[src/rtl/mdu_iter.sv]
// Iterative RV32M multiply/divide unit: one shift-add or restoring-divide step per cycle.
// Div-by-zero skips the iterations and returns the RISC-V defined result.
module mdu_iter #(
  parameter int XLEN = 32
) (
  input  logic            clk_i,
  input  logic            rst_i,
  input  logic            start_i,
  input  logic            kill_i,
  input  logic [2:0]      funct3_i,
  input  logic [XLEN-1:0] src1_i,
  input  logic [XLEN-1:0] src2_i,
  output logic            busy_o,
  output logic            done_o,
  output logic [XLEN-1:0] result_o
);

  localparam int CW = $clog2(XLEN);

  typedef enum logic [1:0] {IDLE, CALC, DONE} state_e;

  state_e            state_q, state_d;
  logic [CW-1:0]     cnt_q, cnt_d;
  logic [2:0]        op_q, op_d;
  logic [XLEN-1:0]   a_q, a_d;
  logic [2*XLEN-1:0] p_q, p_d;
  logic              neg_q, neg_d;
  logic              neg_rem_q, neg_rem_d;
  logic              dz_q, dz_d;
  logic [XLEN-1:0]   res_q, res_d;

  // Operand signedness and magnitudes at the accept edge.
  logic            sgn1, sgn2, s1_neg, s2_neg, div_zero;
  logic [XLEN-1:0] mag1, mag2;

  assign sgn1     = funct3_i[2] ? ~funct3_i[0] : (funct3_i != 3'b011);
  assign sgn2     = funct3_i[2] ? ~funct3_i[0] : ~funct3_i[1];
  assign s1_neg   = sgn1 & src1_i[XLEN-1];
  assign s2_neg   = sgn2 & src2_i[XLEN-1];
  assign mag1     = s1_neg ? -src1_i : src1_i;
  assign mag2     = s2_neg ? -src2_i : src2_i;
  assign div_zero = funct3_i[2] && (src2_i == '0);

  // p_q holds {hi, lo}: for multiply the running product with the multiplier
  // shifting out of lo; for divide {remainder, dividend/quotient}.
  logic [XLEN:0]     mul_sum, div_sh, div_diff;
  logic              div_ge;
  logic [2*XLEN-1:0] mul_step, div_step, p_fin, prod;
  logic [XLEN-1:0]   quot, rem, res_calc;

  always_comb begin
    mul_sum  = {1'b0, p_q[2*XLEN-1:XLEN]} + (p_q[0] ? {1'b0, a_q} : '0);
    mul_step = {mul_sum, p_q[XLEN-1:1]};
    div_sh   = {p_q[2*XLEN-1:XLEN], p_q[XLEN-1]};
    div_ge   = div_sh >= {1'b0, a_q};
    div_diff = div_sh - {1'b0, a_q};
    div_step = {(div_ge ? div_diff[XLEN-1:0] : div_sh[XLEN-1:0]), p_q[XLEN-2:0], div_ge};
    p_fin    = dz_q ? p_q : (op_q[2] ? div_step : mul_step);
    prod     = neg_q ? -p_fin : p_fin;
    quot     = neg_q ? -p_fin[XLEN-1:0] : p_fin[XLEN-1:0];
    rem      = neg_rem_q ? -p_fin[2*XLEN-1:XLEN] : p_fin[2*XLEN-1:XLEN];
    case (op_q)
      3'b000:          res_calc = prod[XLEN-1:0];
      3'b100, 3'b101:  res_calc = quot;
      3'b110, 3'b111:  res_calc = rem;
      default:         res_calc = prod[2*XLEN-1:XLEN];
    endcase
  end

  // NOTE: every signal gets its hold value first so no path can infer a latch.
  always_comb begin
    state_d   = state_q;
    cnt_d     = cnt_q;
    op_d      = op_q;
    a_d       = a_q;
    p_d       = p_q;
    neg_d     = neg_q;
    neg_rem_d = neg_rem_q;
    dz_d      = dz_q;
    res_d     = res_q;
    if (kill_i) begin
      state_d = IDLE;
    end else begin
      case (state_q)
        IDLE: if (start_i) begin
          state_d = CALC;
          op_d    = funct3_i;
          dz_d    = div_zero;
          if (div_zero) begin
            // Single pass through CALC keeps div-by-zero at two cycles of latency.
            cnt_d     = '0;
            a_d       = '0;
            p_d       = {src1_i, {XLEN{1'b1}}};
            neg_d     = 1'b0;
            neg_rem_d = 1'b0;
          end else begin
            cnt_d     = CW'(XLEN - 1);
            a_d       = mag2;
            p_d       = {{XLEN{1'b0}}, mag1};
            neg_d     = s1_neg ^ s2_neg;
            neg_rem_d = s1_neg;
          end
        end
        CALC: begin
          p_d   = p_fin;
          cnt_d = cnt_q - 1'b1;
          if (cnt_q == '0) begin
            state_d = DONE;
            res_d   = res_calc;
          end
        end
        DONE:    state_d = IDLE;
        default: state_d = IDLE;
      endcase
    end
  end

  // NOTE: state registers use non-blocking assignments so all flops update together.
  always_ff @(posedge clk_i) begin
    if (rst_i) begin
      state_q   <= IDLE;
      cnt_q     <= '0;
      op_q      <= '0;
      a_q       <= '0;
      p_q       <= '0;
      neg_q     <= 1'b0;
      neg_rem_q <= 1'b0;
      dz_q      <= 1'b0;
      res_q     <= '0;
    end else begin
      state_q   <= state_d;
      cnt_q     <= cnt_d;
      op_q      <= op_d;
      a_q       <= a_d;
      p_q       <= p_d;
      neg_q     <= neg_d;
      neg_rem_q <= neg_rem_d;
      dz_q      <= dz_d;
      res_q     <= res_d;
    end
  end

  assign busy_o   = (state_q != IDLE);
  assign done_o   = (state_q == DONE);
  assign result_o = res_q;

endmodule

[config.mk]
export PLATFORM = sky130hd
export DESIGN_NAME = mdu_iter
export DESIGN_NICKNAME = d
export VERILOG_FILES = /design/src/rtl/mdu_iter.sv
export SDC_FILE = /design/constraint.sdc
export NUM_CORES = 1
export LEC_CHECK = 0
export CAP_MARGIN = 20
export CORE_MARGIN = 4
export CORE_UTILIZATION = 30
export DETAILED_ROUTE_END_ITERATION = 7
export PLACE_DENSITY_LB_ADDON = 0.2
export SETUP_SLACK_MARGIN = 0.05
export SLEW_MARGIN = 20
export SYNTH_ARGS = -nofsm -noshare
export SYNTH_HDL_FRONTEND = slang
export SYNTH_SLANG_ARGS = --single-unit
[constraint.sdc]
create_clock -name clk_i -period 7.3 [get_ports clk_i]
set_input_delay 1.825 -clock clk_i [delete_from_list [all_inputs] [get_ports clk_i]]
set_output_delay 1.825 -clock clk_i [all_outputs]
set_load 0.05 [all_outputs]
==> results of run 1 <==
[worst min-delay path: cells and delay by family, from the launching register on]
| kind | cells | cell delay (ns) |
|---|---|---|
| DFF | 1 | 0.33 |
| AOI/OAI and AO/OA | 1 | 0.05 |
| and+or+nand+nor | 1 | 0.06 |
[per-layer routing]
layer	vias up	routed length (um)	track usage [%]	share of wire, %
li1	8413	-	-	-
met1	8567	30830	32.38	46
met2	823	29570	35.77	44
met3	114	4871	3.191	7.2
met4	0	2130	7.573	3.2
met5	-	0	0	0
[final cells by class]
cell class | count | area, um^2 | area share (%)
Clock inverter | 13 | 200.2 | 1.115
Clock buffer | 18 | 450.4 | 2.509
Inverter | 72 | 270.3 | 1.505
Tap cell | 680 | 850.8 | 4.739
Antenna cell | 2 | 5.005 | 0.02787
Sequential cell | 141 | 2831 | 15.77
Timing Repair Buffer | 149 | 1376 | 7.666
Multi-Input combinational cell | 1873 | 11970 | 66.67
[sequential cells by signal, indices dropped and copies added, names as in the netlist]
register   cells
p_q           64
a_q           32
result_o      32
cnt_q          5
op_q           3
state_q        2
dz_q           1
neg_q          1
neg_rem_q      1
[cells in the mapped netlist, types with 38 or more instances]
library cell and number:
a211oi_1 79, a21oi_1 209, a221oi_1 42, and2_1 46, clkbuf_1 116, dfxtp_1 141
ha_1 70, inv_1 70, mux2i_1 38, nand2_1 191, nand3_1 53, nor2_1 261
nor3_1 93, o21ai_0 160, o31ai_1 39, xnor2_1 80, xor2_1 60
[kinds of logic after synthesis]
logic type / count (synthesis) / synth area share, %
adders and majority gates: 72 / 5.822
DFF: 141 / 17.94
xor gates and xnor gates: 140 / 7.794
muxes: 45 / 2.919
and+or+nand+nor: 816 / 24.98
buffers and inverters: 234 / 6.212
AOI/OAI and AO/OA: 800 / 34.33
[stage by stage]
step,hold slack [ns],area (um^2),total power [mW]
floorplan,0.4403,15730,1.741
global placement,0.4538,17300,2.163
detailed placement,0.4720,17300,2.172
CTS,0.4831,17950,3.163
global route,0.5021,17950,3.319
finish,0.4782,17950,3.180
[power breakdown]
group          total, mW  switching [mW]  internal, mW
logic               1.30           0.843         0.456
clock network      0.989           0.390         0.599
registers          0.893          0.0790         0.814
[placed cells by master, fill, tap and decap left out, drive strengths merged, types with 47 or more instances in the layout]
cell type	synthesis	layout
a211oi	81	81
a21oi	213	213
and2	47	47
clkdlybuf4s50	0	103
dfxtp	141	141
ha	70	70
inv	70	75
nand2	192	192
nand3	53	53
nor2	262	262
nor3	93	93
o21ai	170	170
xnor2	80	80
xor2	60	60
[final timing paths]
kind | from | end
max | p_q[0] | result_o[27]
min | a_q[0] | a_q[0]
max reg2reg | p_q[0] | result_o[27]
min reg2reg | a_q[0] | a_q[0]
==> key figures, run 1 <==
Clock network
  – CTS Hold Bufs: 0
  – Max Buffers Root-to-Sink: 2
  – CTS tree: done
  – Clock sinks: 141
  – Clock transition at path regs: 0.07 ns
  – Root Buffer: clkbuf_16
  – Post-CTS Resized: 0
  – Clock latency on the worst-skew pair: about 0.45 ns
  – H-tree level count: 4
  – Cts bufs inserted: 17
  – Post-CTS Setup Bufs: 0

Logic synthesis
  – Top-area cell type share of the netlist area: 17.94%
  – Fraction of registers with async set/reset: 0%
  – Mapped Cells: 2,248
  – Commonest register cell after synthesis: dfxtp_1
  – Largest area contributor in the synthesized netlist: dfxtp_1
  – Top cells by area, synth: dfxtp_1, a21oi_1, nor2_1
  – YS warnings: 0
  – Post-Syn Nets: 2,391
  – Syn avg cell area: 6.998 um^2
  – Yosys cell types: approximately 100
  – Synthesized flop and latch total: 141
  – Syn Std Cell Area: approximately 0.016 mm^2
  – Number of synthesized flops with an enable pin: 0
  – Seq/Total Area, Yosys: roughly 18%

Drt
  – WL/cell: roughly 23 um
  – DRT Pass-1 Iters: 6
  – ANT nets after route: 0
  – WL final: 67,400 um
  – Vias: between 15,000 and 20,000
  – DRC viols: 0
  – First-iteration detailed-routing DRC count: 1,848
  – Vias/cell: 6.078

Setup path
  – Reg2reg setup slack: 1.27 ns
  – Crit-path cells: and2_1 -> ha_1 -> fa_1 -> a21oi_1 -> nand4b_1 -> a2111oi_1 -> nor4_1 -> or2_2 -> xnor2_1 -> a221o_1 -> and4bb_1 -> or3b_1 -> or3_1 -> o211ai_1 -> o41ai_1 -> a2111oi_2
  – CP max FO: 19
  – Critical-path top delay cell: a2111oi_1
  – Worst Path Arrival: approximately 6.4 ns
  – Path depth of the worst reg2reg path: 16
  – Max incr delay on CP: 1.00 ns
  – WP depth: 16
  – Critical path's top delay family: simple AND/OR/NAND/NOR gates
  – Crit Path Class: register to register
  – Startpoint Class: register
  – Critical Path End Type: register
  – CP required: 7.65 ns
  – Buffer and inverter count on the worst path: 0

Global route
  – First-pass GRT wire length: 101,600 um
  – Initial antenna violation count: 1
  – Vias in the first global route: 16,480
  – GRT Total Usage: 22.89%
  – GRT overflow: 0
  – Largest net degree at the start of global routing: 93

Timing
  – Worst Skew: 0.01468 ns
  – Tcrit/Tclk final: 82.62%
  – Max Freq: 165.8 MHz
  – Final WS setup: between 1 and 1.5 ns
  – Final hold violations: 0
  – Min cycle time layout: 6.031 ns
  – Endpoints failing setup: 0
  – Worst slew margin: 25.10%
  – Final TNS setup: 0 ns
  – RSZ-0062 raised after global routing: no
  – Final Max Slew Viols: 0
  – Slew of the pin with the lowest slew margin: 1.121 ns

Finish
  – Nets: 2,397
  – Synth-to-layout area growth: 14.13%
  – Layout cells sized above 1: 6.311%
  – Post-layout util: a little over a third
  – Non-Filler Instances: 2,948
  – Number of fill cells: 5,529

Die
  – Die Wd: 237.0 um
  – Die area: 0.05616 mm^2
  – IO Count: 105
  – Core area: 0.05161 mm^2
  – FP Rows: 83
  – Initial cell density of the core: 30.48%
  – Die Y: between 200 and 250 um

Placement
  – Worst slack, placed: 1.181 ns
  – HPWL after DPL: 52,320 um
  – Routability cong.: between 0.9 and 1
  – Port bufs: 104
  – DP Cell Count: about 3,000

Run
  – Max_cap viols: 0

Pwr
  – Leakage power: 6.426 nW
  – Power Dens Cells: ~180 mW/mm^2
  – Worst vdd ir: approximately 0.16 mV

Worst hold path
  – Worst Hold Depth: 2
  – Hold Path Class: register to register

Outcome
  – Status: completed
Note: power is estimated with default switching activity, not from simulation.
==> run 2: changes to the inputs <==
- clock period: 7.3 -> 6.05 ns (I/O delays scaled with it)
==> run 2 against run 1 <==
  * Register-to-register slack worse by 0.93 ns
  * Clock skew increased by 0.0043 ns
  * Combinational power is 26% higher
  * Core utilization rose by 0.56 points
  * Die area is the same
  * Critical path type unchanged
  * Largest cell class unchanged
==> key figures, run 2 (same netlist as run 1, synthesis figures left out) <==
Clock network
  – CTS Hold Bufs: 0
  – Root Buffer: clkbuf_16
  – H-tree level count: 4
  – Clock sinks: 141
  – Max Buffers Root-to-Sink: 2
  – Post-CTS Setup Bufs: 0
  – CTS tree: done
  – Clock latency on the worst-skew pair: ~0.47 ns
  – Cts bufs inserted: 17
  – Clock transition at path regs: 0.08 ns

Pwr
  – Power Dens Cells: ~210 mW/mm^2
  – Power share of the sequential group: 27.7%
  – Leakage power: 6.617 nW
  – Combinational power share: 42.4%
  – Internal power: 2.220 mW
  – NetSw: 1.643 mW
  – Worst vdd ir: 0.2067 mV
  – Switching Fraction: between 40% and 50%
  – Clock network power share: 29.9%

Finish
  – Most frequent cells in the layout: nor2_1, a21oi_1, nand2_1, o21ai_0, dfxtp_1
  – Commonest non-fill, non-tap cell in the layout: nor2_1
  – Number of flip-flops in the largest register: 64
  – Layout cells sized above 1: 8.055%
  – Antenna diode count: 0
  – Synth-to-layout area growth: 15.99%
  – Largest Register: p_q
  – Nets: 2,439

Global route
  – Vias in the first global route: 16,932
  – Top Usage Layer GRT: met2
  – GRT overflow: 0
  – Largest net degree at the start of global routing: 109
  – Met1 Use GR: 34.08%
  – GRT Total Usage: 23.96%
  – Initial antenna violation count: 0
  – Met2 Usage GRT: 37.26%
  – Met3 Use GR: 3.063%
  – First-pass GRT wire length: about 110,000 um

Timing
  – Worst Skew: 0.01902 ns
  – Final hold violations: 0
  – Slew of the pin with the lowest slew margin: 1.059 ns
  – Worst slew margin: between 20% and 30%
  – Endpoints failing setup: 0
  – Min cycle time layout: 5.708 ns
  – Max Freq: 175.2 MHz
  – Final Max Slew Viols: 0
  – RSZ-0062 raised after global routing: no
  – Tcrit/Tclk final: between 90% and 100%
  – Final WS setup: approximately 0.34 ns
  – Final TNS setup: 0 ns

Die
  – Core area: 0.05161 mm^2
  – Initial cell density of the core: 30.48%
  – Die Y: 237.0 um
  – FP Rows: 83
  – Die area: around 0.056 mm^2
  – Die Wd: approximately 240 um
  – IO Count: 105

Setup path
  – Reg2reg setup slack: 0.34 ns
  – R2R Path Start: p_q[35]
  – Path depth of the worst reg2reg path: 18
  – Startpoint Class: register
  – CP required: about 6.4 ns
  – CP max FO: 18
  – Worst Path Arrival: 6.06 ns
  – CP Capture Point: result_o[30]
  – Critical Path End Type: register
  – R2R Path End: result_o[30]
  – Crit Path Class: register to register
  – Setup crit start: p_q[35]

Drt
  – WL/cell: 23.31 um
  – Vias: 18,029
  – ANT nets after route: 0
  – First-iteration detailed-routing DRC count: slightly below 2,000
  – DRC viols: 0
  – Vias/cell: 6.032
  – WL final: 69,680 um
  – DRT Pass-1 Iters: 5

Outcome
  – Status: completed

Placement
  – HPWL after DPL: around 55,000 um
  – Worst slack, placed: 0.3443 ns
  – Routability cong.: 0.9931
  – Port bufs: 104

Worst hold path
  – Hold Path Class: register to register

Run
  – Max_cap viols: 0
run 2: final cells by class:
class,count,area [um^2]
fillers,5524,33370
multi-input cells,1873,11980
flip-flops and latches,141,2831
repair buffers,191,1704
well taps,680,850.8
clock buffers,18,429.2
inverters,72,270.3
clock inverters,14,182.7
run 2: how the worst min path moves through the flow:
| stage | start | to | slack, ns | depth (start not counted) |
|---|---|---|---|---|
| floorplan | a_q[25] | a_q[25] | 0.44 | 2 |
| global placement | a_q[0] | a_q[0] | 0.47 | 2 |
| detailed placement | a_q[0] | a_q[0] | 0.47 | 2 |
| CTS | a_q[0] | a_q[0] | 0.49 | 2 |
| global route | result_o[7] | result_o[7] | 0.51 | 2 |
| finish | a_q[0] | a_q[0] | 0.48 | 2 |
run 2: worst max-delay path, stage by stage, from the launching register on:
cell	delay [ns]
dfxtp_1	0.48
ha_1	0.39
a21o_1	0.25
a31oi_2	0.38
a211oi_2	0.19
o31a_1	0.36
nor2_8	0.33
a211oi_1	0.14
a21oi_1	0.32
ha_1	0.39
nand3_1	0.22
nor3_2	0.39
nand3_1	0.21
nor4b_2	0.46
nand3_1	0.26
buf_4	0.22
a221o_1	0.34
o2bb2ai_1	0.18
nor3_1	0.06
run 2: repair_timing:
| action | in CTS | in global routing |
|---|---|---|
| endpoints found under the hold margin | 0 | 0 |
| gates resized for setup | 0 | 3 |
| setup endpoints to repair | 0 | 7 |
run 2: power groups by stage:
stage	clock network [mW]	logic, mW	registers, mW
floorplan	0	1.04	1.06
global placement	0	1.60	1.09
detailed placement	0	1.60	1.09
CTS	1.18	1.61	1.07
global route	1.21	1.76	1.08
finish	1.15	1.64	1.07
run 2: per-layer routing:
layer  vias up  routed length [um]
li1       8505                   -
met1      8618               31230
met2       806               30800
met3       100                5455
met4         0                2193
met5         -                   0
run 2: through the flow:
step           power (mW)  instance area, um^2  util (%)  hold WS [ns]  std cells
4_1_cts             3.857                18230     35.33        0.4881       2989
3_5_place_dp        2.694                17620     34.14        0.4678       2957
6_report            3.863                18250     35.35        0.4842       2989
5_1_grt             4.049                18250     35.35        0.5143       2989
2_1_floorplan       2.101                15730         -        0.4403       2248
3_3_place_gp        2.687                17620     34.14        0.4686       2957
